==> config.mk <==
export PLATFORM = sky130hd
export DESIGN_NAME = reg_scoreboard_flat
export DESIGN_NICKNAME = d
export VERILOG_FILES = /design/src/rtl/reg_scoreboard_if.sv /design/src/rtl/reg_scoreboard.sv /design/src/flat_wrapper.sv
export SDC_FILE = /design/constraint.sdc
export NUM_CORES = 1
export LEC_CHECK = 0
export BUFFER_PORTS_ARGS = -buffer_cell sky130_fd_sc_hd__buf_4
export CORE_UTILIZATION = 37
export CTS_BUF_LIST = sky130_fd_sc_hd__clkbuf_8
export DETAILED_ROUTE_END_ITERATION = 7
export HOLD_SLACK_MARGIN = 0.12
export PLACE_DENSITY = 0.52
export SLEW_MARGIN = 25
export SYNTH_ARGS = -nofsm -noshare
export SYNTH_HDL_FRONTEND = slang
export SYNTH_SLANG_ARGS = --single-unit
==> constraint.sdc <==
create_clock -name clk -period 3.5 [get_ports clk]
set_clock_uncertainty 0.05 [all_clocks]
set_input_delay 0.175 -clock clk [delete_from_list [all_inputs] [get_ports clk]]
set_output_delay 0.175 -clock clk [all_outputs]
set_load 0.02 [all_outputs]
==> src/rtl/reg_scoreboard_if.sv <==
// Issue/writeback bundle between decode-issue, the scoreboard and the regfile write port.
// Carries the issue request, source operands, hazard/stall feedback, the retire strobe and the busy map.
// master = issue stage (drives request, sees stall/busy); slave = scoreboard.
interface reg_scoreboard_if #(
    parameter int WIDTH      = 32,
    parameter int ADDR_WIDTH = $clog2(WIDTH)
);
    logic                  issue_valid;
    logic                  issue_write;
    logic [ADDR_WIDTH-1:0] issue_wnum;
    logic [ADDR_WIDTH-1:0] rnum1;
    logic [ADDR_WIDTH-1:0] rnum2;
    logic                  busy_rnum1;
    logic                  busy_rnum2;
    logic                  stall;
    logic                  wb_valid;
    logic [ADDR_WIDTH-1:0] wb_wnum;
    logic [WIDTH-1:0]      busy_mask;

    modport master (
        output issue_valid, issue_write, issue_wnum, rnum1, rnum2,
        input  busy_rnum1, busy_rnum2, stall, wb_valid, wb_wnum, busy_mask
    );

    modport slave (
        input  issue_valid, issue_write, issue_wnum, rnum1, rnum2,
        output busy_rnum1, busy_rnum2, stall, wb_valid, wb_wnum, busy_mask
    );
endinterface

==> src/rtl/reg_scoreboard.sv <==
// Register write scoreboard: tracks every accepted register write until writeback retires it.
// Latency: a write accepted at edge N raises wb_valid DEPTH cycles later; busy/stall are combinational.
// Backpressure: stall (issue_valid and a busy source) refuses the issue; the tracking pipe never stops.
// Ports: clk, rst (async, active high); sb = slave side of reg_scoreboard_if (issue request, source
// operands, busy_rnum1/2, stall, wb_valid/wb_wnum retire strobe, busy_mask debug map).
module reg_scoreboard #(
    parameter int WIDTH = 32,
    parameter int DEPTH = 3     // legal range 1..8
) (
    input  logic            clk,
    input  logic            rst,
    reg_scoreboard_if.slave sb
);
    localparam int ADDR_WIDTH = $clog2(WIDTH);
    localparam int CNT_W      = $clog2(DEPTH + 1);

    // Tracking pipeline: stage 0 is loaded on accept, last stage feeds writeback.
    logic [DEPTH-1:0]      vld_q, vld_d;
    logic [ADDR_WIDTH-1:0] wnum_q [DEPTH];
    logic [ADDR_WIDTH-1:0] wnum_d [DEPTH];

    // One pending-write counter per architectural register.
    logic [CNT_W-1:0]      cnt_q [WIDTH];
    logic [CNT_W-1:0]      cnt_d [WIDTH];

    logic [WIDTH-1:0]      busy_vec;
    logic [WIDTH-1:0]      inc_vec;
    logic [WIDTH-1:0]      dec_vec;
    logic                  busy1;
    logic                  busy2;
    logic                  stall_c;
    logic                  accept;
    logic                  load_vld;
    logic                  ret_vld;
    logic [ADDR_WIDTH-1:0] ret_wnum;

    assign ret_vld  = vld_q[DEPTH-1];
    assign ret_wnum = wnum_q[DEPTH-1];

    // Busy is read straight from the counters: a register retiring this cycle
    // still reads busy, there is no bypass from the retire stage.
    always_comb begin
        busy_vec = '0;
        for (int i = 0; i < WIDTH; i++) begin
            busy_vec[i] = (cnt_q[i] != '0);
        end
        busy_vec[0] = 1'b0;
    end

    // Operand indices beyond WIDTH (non power-of-two register files) are never busy.
    always_comb begin
        busy1 = 1'b0;
        busy2 = 1'b0;
        if (32'(sb.rnum1) < WIDTH) busy1 = busy_vec[sb.rnum1];
        if (32'(sb.rnum2) < WIDTH) busy2 = busy_vec[sb.rnum2];
    end

    // WAW is deliberately not a hazard: only the source operands can stall.
    assign stall_c  = sb.issue_valid & (busy1 | busy2);
    assign accept   = sb.issue_valid & ~stall_c;
    assign load_vld = accept & sb.issue_write & (sb.issue_wnum != '0);

    always_comb begin
        vld_d     = '0;
        vld_d[0]  = load_vld;
        wnum_d[0] = load_vld ? sb.issue_wnum : '0;
        for (int k = 1; k < DEPTH; k++) begin
            vld_d[k]  = vld_q[k-1];
            wnum_d[k] = wnum_q[k-1];
        end
    end

    always_comb begin
        inc_vec = '0;
        dec_vec = '0;
        for (int i = 0; i < WIDTH; i++) begin
            inc_vec[i] = load_vld && (sb.issue_wnum == ADDR_WIDTH'(i));
            dec_vec[i] = ret_vld && (ret_wnum == ADDR_WIDTH'(i));
            // Simultaneous issue and retire of the same register cancel out.
            unique case ({inc_vec[i], dec_vec[i]})
                2'b10:   cnt_d[i] = cnt_q[i] + CNT_W'(1);
                2'b01:   cnt_d[i] = cnt_q[i] - CNT_W'(1);
                default: cnt_d[i] = cnt_q[i];
            endcase
        end
        // r0 is hardwired zero and never tracked.
        cnt_d[0] = '0;
    end

    always_ff @(posedge clk or posedge rst) begin
        if (rst) begin
            vld_q <= '0;
            for (int k = 0; k < DEPTH; k++) begin
                wnum_q[k] <= '0;
            end
            for (int i = 0; i < WIDTH; i++) begin
                cnt_q[i] <= '0;
            end
        end else begin
            vld_q  <= vld_d;
            wnum_q <= wnum_d;
            cnt_q  <= cnt_d;
        end
    end

    assign sb.busy_rnum1 = busy1;
    assign sb.busy_rnum2 = busy2;
    assign sb.stall      = stall_c;
    assign sb.wb_valid   = ret_vld;
    assign sb.wb_wnum    = ret_wnum;
    assign sb.busy_mask  = busy_vec;
endmodule

==> src/flat_wrapper.sv <==
// flat-port wrapper written by rule: the top's interface ports become plain ports
module reg_scoreboard_flat 
#(
    parameter int WIDTH = 32,
    parameter int DEPTH = 3                        
)
  (clk, rst, sb_issue_valid, sb_issue_write, sb_issue_wnum, sb_rnum1, sb_rnum2, sb_busy_rnum1, sb_busy_rnum2, sb_stall, sb_wb_valid, sb_wb_wnum, sb_busy_mask);
  reg_scoreboard_if #(.WIDTH(WIDTH)) sb_i ();
  input  logic clk;
  input  logic rst;
  input wire logic [$bits(sb_i.issue_valid)-1:0] sb_issue_valid;
  input wire logic [$bits(sb_i.issue_write)-1:0] sb_issue_write;
  input wire logic [$bits(sb_i.issue_wnum)-1:0] sb_issue_wnum;
  input wire logic [$bits(sb_i.rnum1)-1:0] sb_rnum1;
  input wire logic [$bits(sb_i.rnum2)-1:0] sb_rnum2;
  output wire logic [$bits(sb_i.busy_rnum1)-1:0] sb_busy_rnum1;
  output wire logic [$bits(sb_i.busy_rnum2)-1:0] sb_busy_rnum2;
  output wire logic [$bits(sb_i.stall)-1:0] sb_stall;
  output wire logic [$bits(sb_i.wb_valid)-1:0] sb_wb_valid;
  output wire logic [$bits(sb_i.wb_wnum)-1:0] sb_wb_wnum;
  output wire logic [$bits(sb_i.busy_mask)-1:0] sb_busy_mask;
  assign sb_i.issue_valid = sb_issue_valid;
  assign sb_i.issue_write = sb_issue_write;
  assign sb_i.issue_wnum = sb_issue_wnum;
  assign sb_i.rnum1 = sb_rnum1;
  assign sb_i.rnum2 = sb_rnum2;
  assign sb_busy_rnum1 = sb_i.busy_rnum1;
  assign sb_busy_rnum2 = sb_i.busy_rnum2;
  assign sb_stall = sb_i.stall;
  assign sb_wb_valid = sb_i.wb_valid;
  assign sb_wb_wnum = sb_i.wb_wnum;
  assign sb_busy_mask = sb_i.busy_mask;
  reg_scoreboard #(.WIDTH(WIDTH), .DEPTH(DEPTH)) u_core (.clk(clk), .rst(rst), .sb(sb_i));
endmodule
### Word-level counts from Yosys, hierarchy flattened

Index checks and enable logic that the tools add are counted.

| word-level totals | value |
|---|---|
| register bits | 80 |
| bits of input ports | 19 |
| output and inout bits | 41 |
| logic and storage cells | 390 |

| cells by class | value |
|---|---|
| add/subtract/negate cells | 62 |
| magnitude comparators | 2 |
| eq/ne operators | 124 |
| multiplexer cells | 36 |
| bitwise operators | 6 |
| reductions and logical operators | 125 |

Operator list:

| cell | count |
|---|---|
| == test 5 bit (second input constant) | 32 |
| case mux 2 bit (2 select lines) | 31 |
| nonzero test 2 bit | 62 |
| == test 5 x 4 -> 1 bit (second input constant) | 16 |
| adder 2 x 1 -> 2 bit (second input constant) | 31 |
| == test 2 x 1 -> 1 bit (second input constant) | 31 |
| == test 2 bit (second input constant) | 31 |
| logical AND 1 bit | 62 |
| subtractor 2 x 1 -> 2 bit (second input constant) | 31 |
| == test 5 x 3 -> 1 bit (second input constant) | 8 |
| == test 5 x 2 -> 1 bit (second input constant) | 4 |
| < comparator 5 x 6 -> 1 bit (second input constant) | 2 |
| binary-select mux 1 bit (select 5 bit) | 2 |
| == test 5 x 1 -> 1 bit (second input constant) | 2 |
| 2-to-1 mux 5 bit | 1 |
| nonzero test 5 bit | 1 |
| bitwise AND 1 bit | 4 |
| 2-to-1 mux 1 bit | 2 |
| NOT 1 bit | 1 |
| OR 1 bit | 1 |

### Logic depth before layout (Yosys ltp)

| depth | value |
|---|---|
| depth after elaboration | 12 |
| depth in mapped cells | 13 |
| gate-level depth less buffers | 10 |

### Least setup slack after synthesis

No wires, ideal clock.

| timing | value |
|---|---|
| path type | flip-flop to flip-flop |
| start point | register u_core.cnt_q[58] in the netlist's numbering |
| end point | register u_core.cnt_q[11] in the netlist's numbering |
| setup time | 0.125 ns |
| arrival | 2.679 ns |
| data required time | 3.325 ns |
| slack | 0.646 ns |
| cell stages (with the launch flop) | 13 |
| path buffers | 2 |
| period minus slack after synthesis | 2.854 ns |
| cells stage by stage | dfrtp_1 > or2_1 > a221oi_2 > a221oi_1 > a221o_1 > a221oi_2 > buf_4 > buf_6 > nand3_1 > ha_1 > xnor2_1 > nor2_1 > xor2_1 |

| between the ends | value |
|---|---|
| longest elaborated chain between the ends | 12 |
| elaborated cells between the ends (all ways) | 16 |
| those cells by class | eq/ne (2); mux (5); bitwise (6); reduce/logical (3) |

RTL lines:

| what | line | source |
|---|---|---|
| start: declaration | reg_scoreboard.sv:23 | `logic [CNT_W-1:0] cnt_q [WIDTH];` |
| start signal: assignment | reg_scoreboard.sv:102 | `cnt_q <= cnt_d;` |
| nonzero test 2 bit (*) | reg_scoreboard.sv:45 | `busy_vec[i] = (cnt_q[i] != '0);` |
| named net sb_busy_mask[2] | flat_wrapper.sv:21 | `output wire logic [$bits(sb_i.busy_mask)-1:0] sb_busy_mask;` |
| binary-select mux 1 bit (select 5 bit) (on tied branches) | reg_scoreboard.sv:54, reg_scoreboard.sv:55 |  |
| 2-to-1 mux 1 bit (on tied branches) | reg_scoreboard.sv:54, reg_scoreboard.sv:55 |  |
| OR 1 bit (*) | reg_scoreboard.sv:59 | `assign stall_c = sb.issue_valid & (busy1 \| busy2);` |
| bitwise AND 1 bit (*) | reg_scoreboard.sv:59 |  |
| NOT 1 bit (*) | reg_scoreboard.sv:60 | `assign accept = sb.issue_valid & ~stall_c;` |
| bitwise AND 1 bit (*) | reg_scoreboard.sv:60 |  |
| bitwise AND 1 bit (*) (2 in series) | reg_scoreboard.sv:61 | `assign load_vld = accept & sb.issue_write & (sb.issue_wnum != '0);` |
| logical AND 1 bit (*) | reg_scoreboard.sv:77 | `inc_vec[i] = load_vld && (sb.issue_wnum == ADDR_WIDTH'(i));` |
| == test 2 x 1 -> 1 bit or == test 2 bit (tied branches) | reg_scoreboard.sv:80 | `unique case ({inc_vec[i], dec_vec[i]})` |
| case mux 2 bit (2 select lines) or nonzero test 2 bit (tied branches) | - |  |

Mark *: on every way through the listed nets, which the timed path passes. The rest lies on a longest branch. The select of a mux whose other input is x is not followed.
A chain may end at the register's enable or synchronous reset.

### Final worst setup path

| timing | value |
|---|---|
| start point | register u_core.cnt_q[58] in the netlist's numbering |
| end point | register u_core.cnt_q[31] in the netlist's numbering |

| between the ends | value |
|---|---|
| longest elaborated chain between the ends | 12 |
| elaborated cells between the ends (all ways) | 16 |
| those cells by class | eq/ne (2); mux (5); bitwise (6); reduce/logical (3) |

RTL lines:

| what | line |
|---|---|
| nonzero test 2 bit (*) | reg_scoreboard.sv:45 |
| binary-select mux 1 bit (select 5 bit) (on tied branches) | reg_scoreboard.sv:54, reg_scoreboard.sv:55 |
| 2-to-1 mux 1 bit (on tied branches) | reg_scoreboard.sv:54, reg_scoreboard.sv:55 |
| OR 1 bit (*) | reg_scoreboard.sv:59 |
| bitwise AND 1 bit (*) | reg_scoreboard.sv:59 |
| NOT 1 bit (*) | reg_scoreboard.sv:60 |
| bitwise AND 1 bit (*) | reg_scoreboard.sv:60 |
| bitwise AND 1 bit (*) (2 in series) | reg_scoreboard.sv:61 |
| logical AND 1 bit (*) | reg_scoreboard.sv:77 |
| == test 2 x 1 -> 1 bit or == test 2 bit (tied branches) | reg_scoreboard.sv:80 |
| case mux 2 bit (2 select lines) or nonzero test 2 bit (tied branches) | - |

Every way passes the cells marked *; elsewhere a longest branch is shown, timed or not. The select of a mux whose other input is x is not followed.

==> run_results.csv <==
group,metric,value,unit
floorplanning,start_util,38.49,%
critical_path,critical_path_class,"flip-flop to flip-flop",
clock_network,clockBufferDepth,2,
synth,seq_area_frac_synth,42.59,%
critical_path,crit_family,"compound AO/OA/AOI/OAI gates",
clock_network,cts_root_buffer,"clkbuf_8",
drt,drtPass1Iterations,4,
drt,drc,0,
placed_design,hpwl,8334,um
power_and_ir_drop,p_leak,2.757,nW
synth,syn_inst,460,
clock_network,clock_latency,0.37,ns
clock_network,clkSinkCount,80,
synth,synth_area_leaders,"dfrtp_1 (43%), xnor2_1 (12%), ha_1 (8.3%)",
sta,drv_slew,0,
floorplanning,fp-row-count,40,
floorplanning,placeableCoreArea,0.01221,sq mm
critical_path,worst-path-buf-inv,1,
placed_design,dp_slack,0.5312,ns
cells_and_area,final_common_cell,"nor2_1",
critical_path,arrival,3.21,ns
critical_path,start_kind,"flip-flop",
clock_network,cts_setup_buffers,0,
floorplanning,dieArea,0.01316,sq mm
sta,tns,0,ns
drt,finalWirelength,11350,um
floorplanning,io_pins,60,
cells_and_area,area_growth,18.84,%
min_path,hold_class,"primary input to flip-flop",
cells_and_area,drive_gt1_share,19.62,%
synth,synth_cell_type_count,40,
synth,synth.top_cell.area_share,42.59,%
sta,timing.fmax,336.1,MHz
clock_network,cts_buffers,9,
min_path,whs_endpoint,"u_core.wnum_d[6]$_DFF_PP0_",
critical_path,critical_path.max_fanout,38,
cells_and_area,mostFrequentLayoutCells,"nor2_1 (91), dfrtp_1 (80), xnor2_1 (62), buf_4 (62), nand3_1 (35)",
sta,rsz0062_at_grt,"false",
critical_path,ff2ff_path_depth,10,
grt,track_usage,18.92,%
synth,yosys_warnings,0,
critical_path,worstPathRequired,3.74,ns
placed_design,portBuffers,58,
cells_and_area,nNetsFinal,575,
drt,drtIter0Drc,148,
clock_network,clk_pin_slew,0.09,ns
sta,setup_viol,0,
floorplanning,die_y,114.7,um
sta,layout_setup_ws,0.5246,ns
power_and_ir_drop,p_total,3.072,mW
synth,avgSynthCellArea,10.22,sq um
drt,via_per_inst,4.844,
placed_design,gp_congestion,0.8170,
sta,hold_violations,0,
floorplanning,die_w,114.7,um
synth,ys_seq_elements,80,
grt,antenna_found_initial,0,
grt,grt_max_degree,81,
outcome,status,"finished, final reports clean",
clock_network,cts_tree,"yes",
critical_path,crit_path_end_kind,"flip-flop",
clock_network,cts-resized-gates,0,
sta,slew_headroom,51.22,%
power_and_ir_drop,irDropWorstVdd,0.2672,mV
critical_path,r2r_slack,0.52,ns
critical_path,path_cells,"or2_1, a221oi_2, a221oi_1, a221o_1, a221oi_4, buf_12, nand3_1, ha_1, nor2_1, xor2_1",
min_path,hold_depth,3,
cells_and_area,antenna_cells,0,
synth,synth_fp_nets,510,
clock_network,hold_buffers,5,
power_and_ir_drop,power_density,549.9,mW/mm^2
grt,first_global_vias,3508,
grt,overflow,0,
synth,synth_top_area_cell,"dfrtp_1",
drt,wl_per_cell,16.27,um
critical_path,crit_slowest_cell,"dfrtp_1",
sta,post-route-min-period,2.975,ns
clock_network,htree_levels,3,
sta,fin_crit_sh,85.01,%
critical_path,rr_endpoint,"u_core.cnt_q[31]$_DFFE_PP0P_",
synth,synth_area,0.004701,sq mm
min_path,min_from,"sb_issue_valid",
sta,worst_slew_pin_slew,0.7317,ns
cells_and_area,nFillCells,1226,
critical_path,slowest_delay,0.43,ns
grt,grt_pass1_wl,18330,um
drt,vias,3381,
critical_path,r2r-start,"u_core.cnt_q[58]$_DFFE_PP0P_",
drt,antenna_left,0,
run,maxCapViolCount,0,
## layer usage
metal  vias to the layer above  track usage [%]  share of wire, %
li1                       1636                -                 -
met1                      1650            25.48                47
met2                        79            29.49                46
met3                        16            4.394               5.0
met4                         0            7.619               2.0
met5                         -                0                 0
## per-stage QoR
stage	instances	utilization, %	hold slack [ns]	cell area, sq um
finish	698	45.75	0.2718	5587
floorplan	460	-	0.2782	4701
detailed placement	676	43.61	0.2847	5325
global placement	676	43.61	0.2826	5325
global route	698	45.75	0.2964	5587
CTS	697	45.64	0.1234	5573
## final cells by class
class | instances | area (sq um) | share of cell area (%)
clock inverters | 6 | 60.06 | 1.075
inverters | 29 | 108.9 | 1.948
repair buffers | 70 | 556.8 | 9.966
clock buffers | 10 | 137.6 | 2.464
flip-flops and latches | 80 | 2002 | 35.83
multi-input cells | 335 | 2511 | 44.95
well taps | 168 | 210.2 | 3.763
## state kept, by name (all words and copies together), names as in the netlist
| signal | flops |
|---|---|
| u_core.cnt_q | 62 |
| u_core.sb.wb_wnum | 5 |
| u_core.vld_q | 3 |
| u_core.wnum_d | 10 |
## worst max path at each step
stage                                       from                           end  slack [ns]  cells past startpoint
global route        u_core.cnt_q[58]$_DFFE_PP0P_  u_core.cnt_q[19]$_DFFE_PP0P_        0.35                     11
floorplan           u_core.cnt_q[58]$_DFFE_PP0P_  u_core.cnt_q[11]$_DFFE_PP0P_        0.65                     12
global placement    u_core.cnt_q[58]$_DFFE_PP0P_  u_core.cnt_q[57]$_DFFE_PP0P_        0.56                     10
finish              u_core.cnt_q[58]$_DFFE_PP0P_  u_core.cnt_q[31]$_DFFE_PP0P_        0.52                     10
CTS                 u_core.cnt_q[58]$_DFFE_PP0P_  u_core.cnt_q[41]$_DFFE_PP0P_        0.52                     10
detailed placement  u_core.cnt_q[58]$_DFFE_PP0P_  u_core.cnt_q[57]$_DFFE_PP0P_        0.53                     10
## tightest hold or removal path: cells and delay by family
family	cells	cell delay (ns)
buf+inv	1	0.09
simple gates	2	0.40
## synth_stat cells
cell and n:
a211o_1 1, a211oi_1 1, a21o_1 1, a21oi_1 1, a221o_1 1, a221oi_1 1, a221oi_2 2, a31o_2 1
and2_1 3, and3_1 8, and3b_1 1, buf_1 1, buf_2 3, buf_4 3, buf_6 2, clkbuf_1 7
conb_1 1, dfrtp_1 80, ha_1 31, inv_1 29, mux2_2 2, mux2i_1 5, mux4_2 13, nand2_1 10
nand2b_1 3, nand3_1 35, nand4_1 1, nor2_1 91, nor2b_1 6, nor3_1 4, nor3b_1 5, o21ai_0 1
o21bai_1 1, o22ai_1 2, or2_1 2, or2_2 6, or3_1 1, or3b_1 1, xnor2_1 62, xor2_1 31
## cells by family after synthesis
family | after synthesis | synth area share [%]
DFF | 80 | 42.59
other | 1 | 0.07977
buffers and inverters | 45 | 4.232
AOI/OAI and AO/OA | 13 | 2.369
adders and majority gates | 31 | 8.251
and+or+nand+nor | 177 | 17.38
muxes | 20 | 7.772
xor gates and xnor gates | 93 | 17.33
## report_power, final
group / leakage, nW / switching [mW] / internal [mW] / total, mW
logic: 1.58 / 0.599 / 0.538 / 1.14
registers: 1.08 / 0.159 / 1.08 / 1.24
clock network: 0.103 / 0.354 / 0.345 / 0.700
No activity file was read; power rests on OpenSTA's default activity.
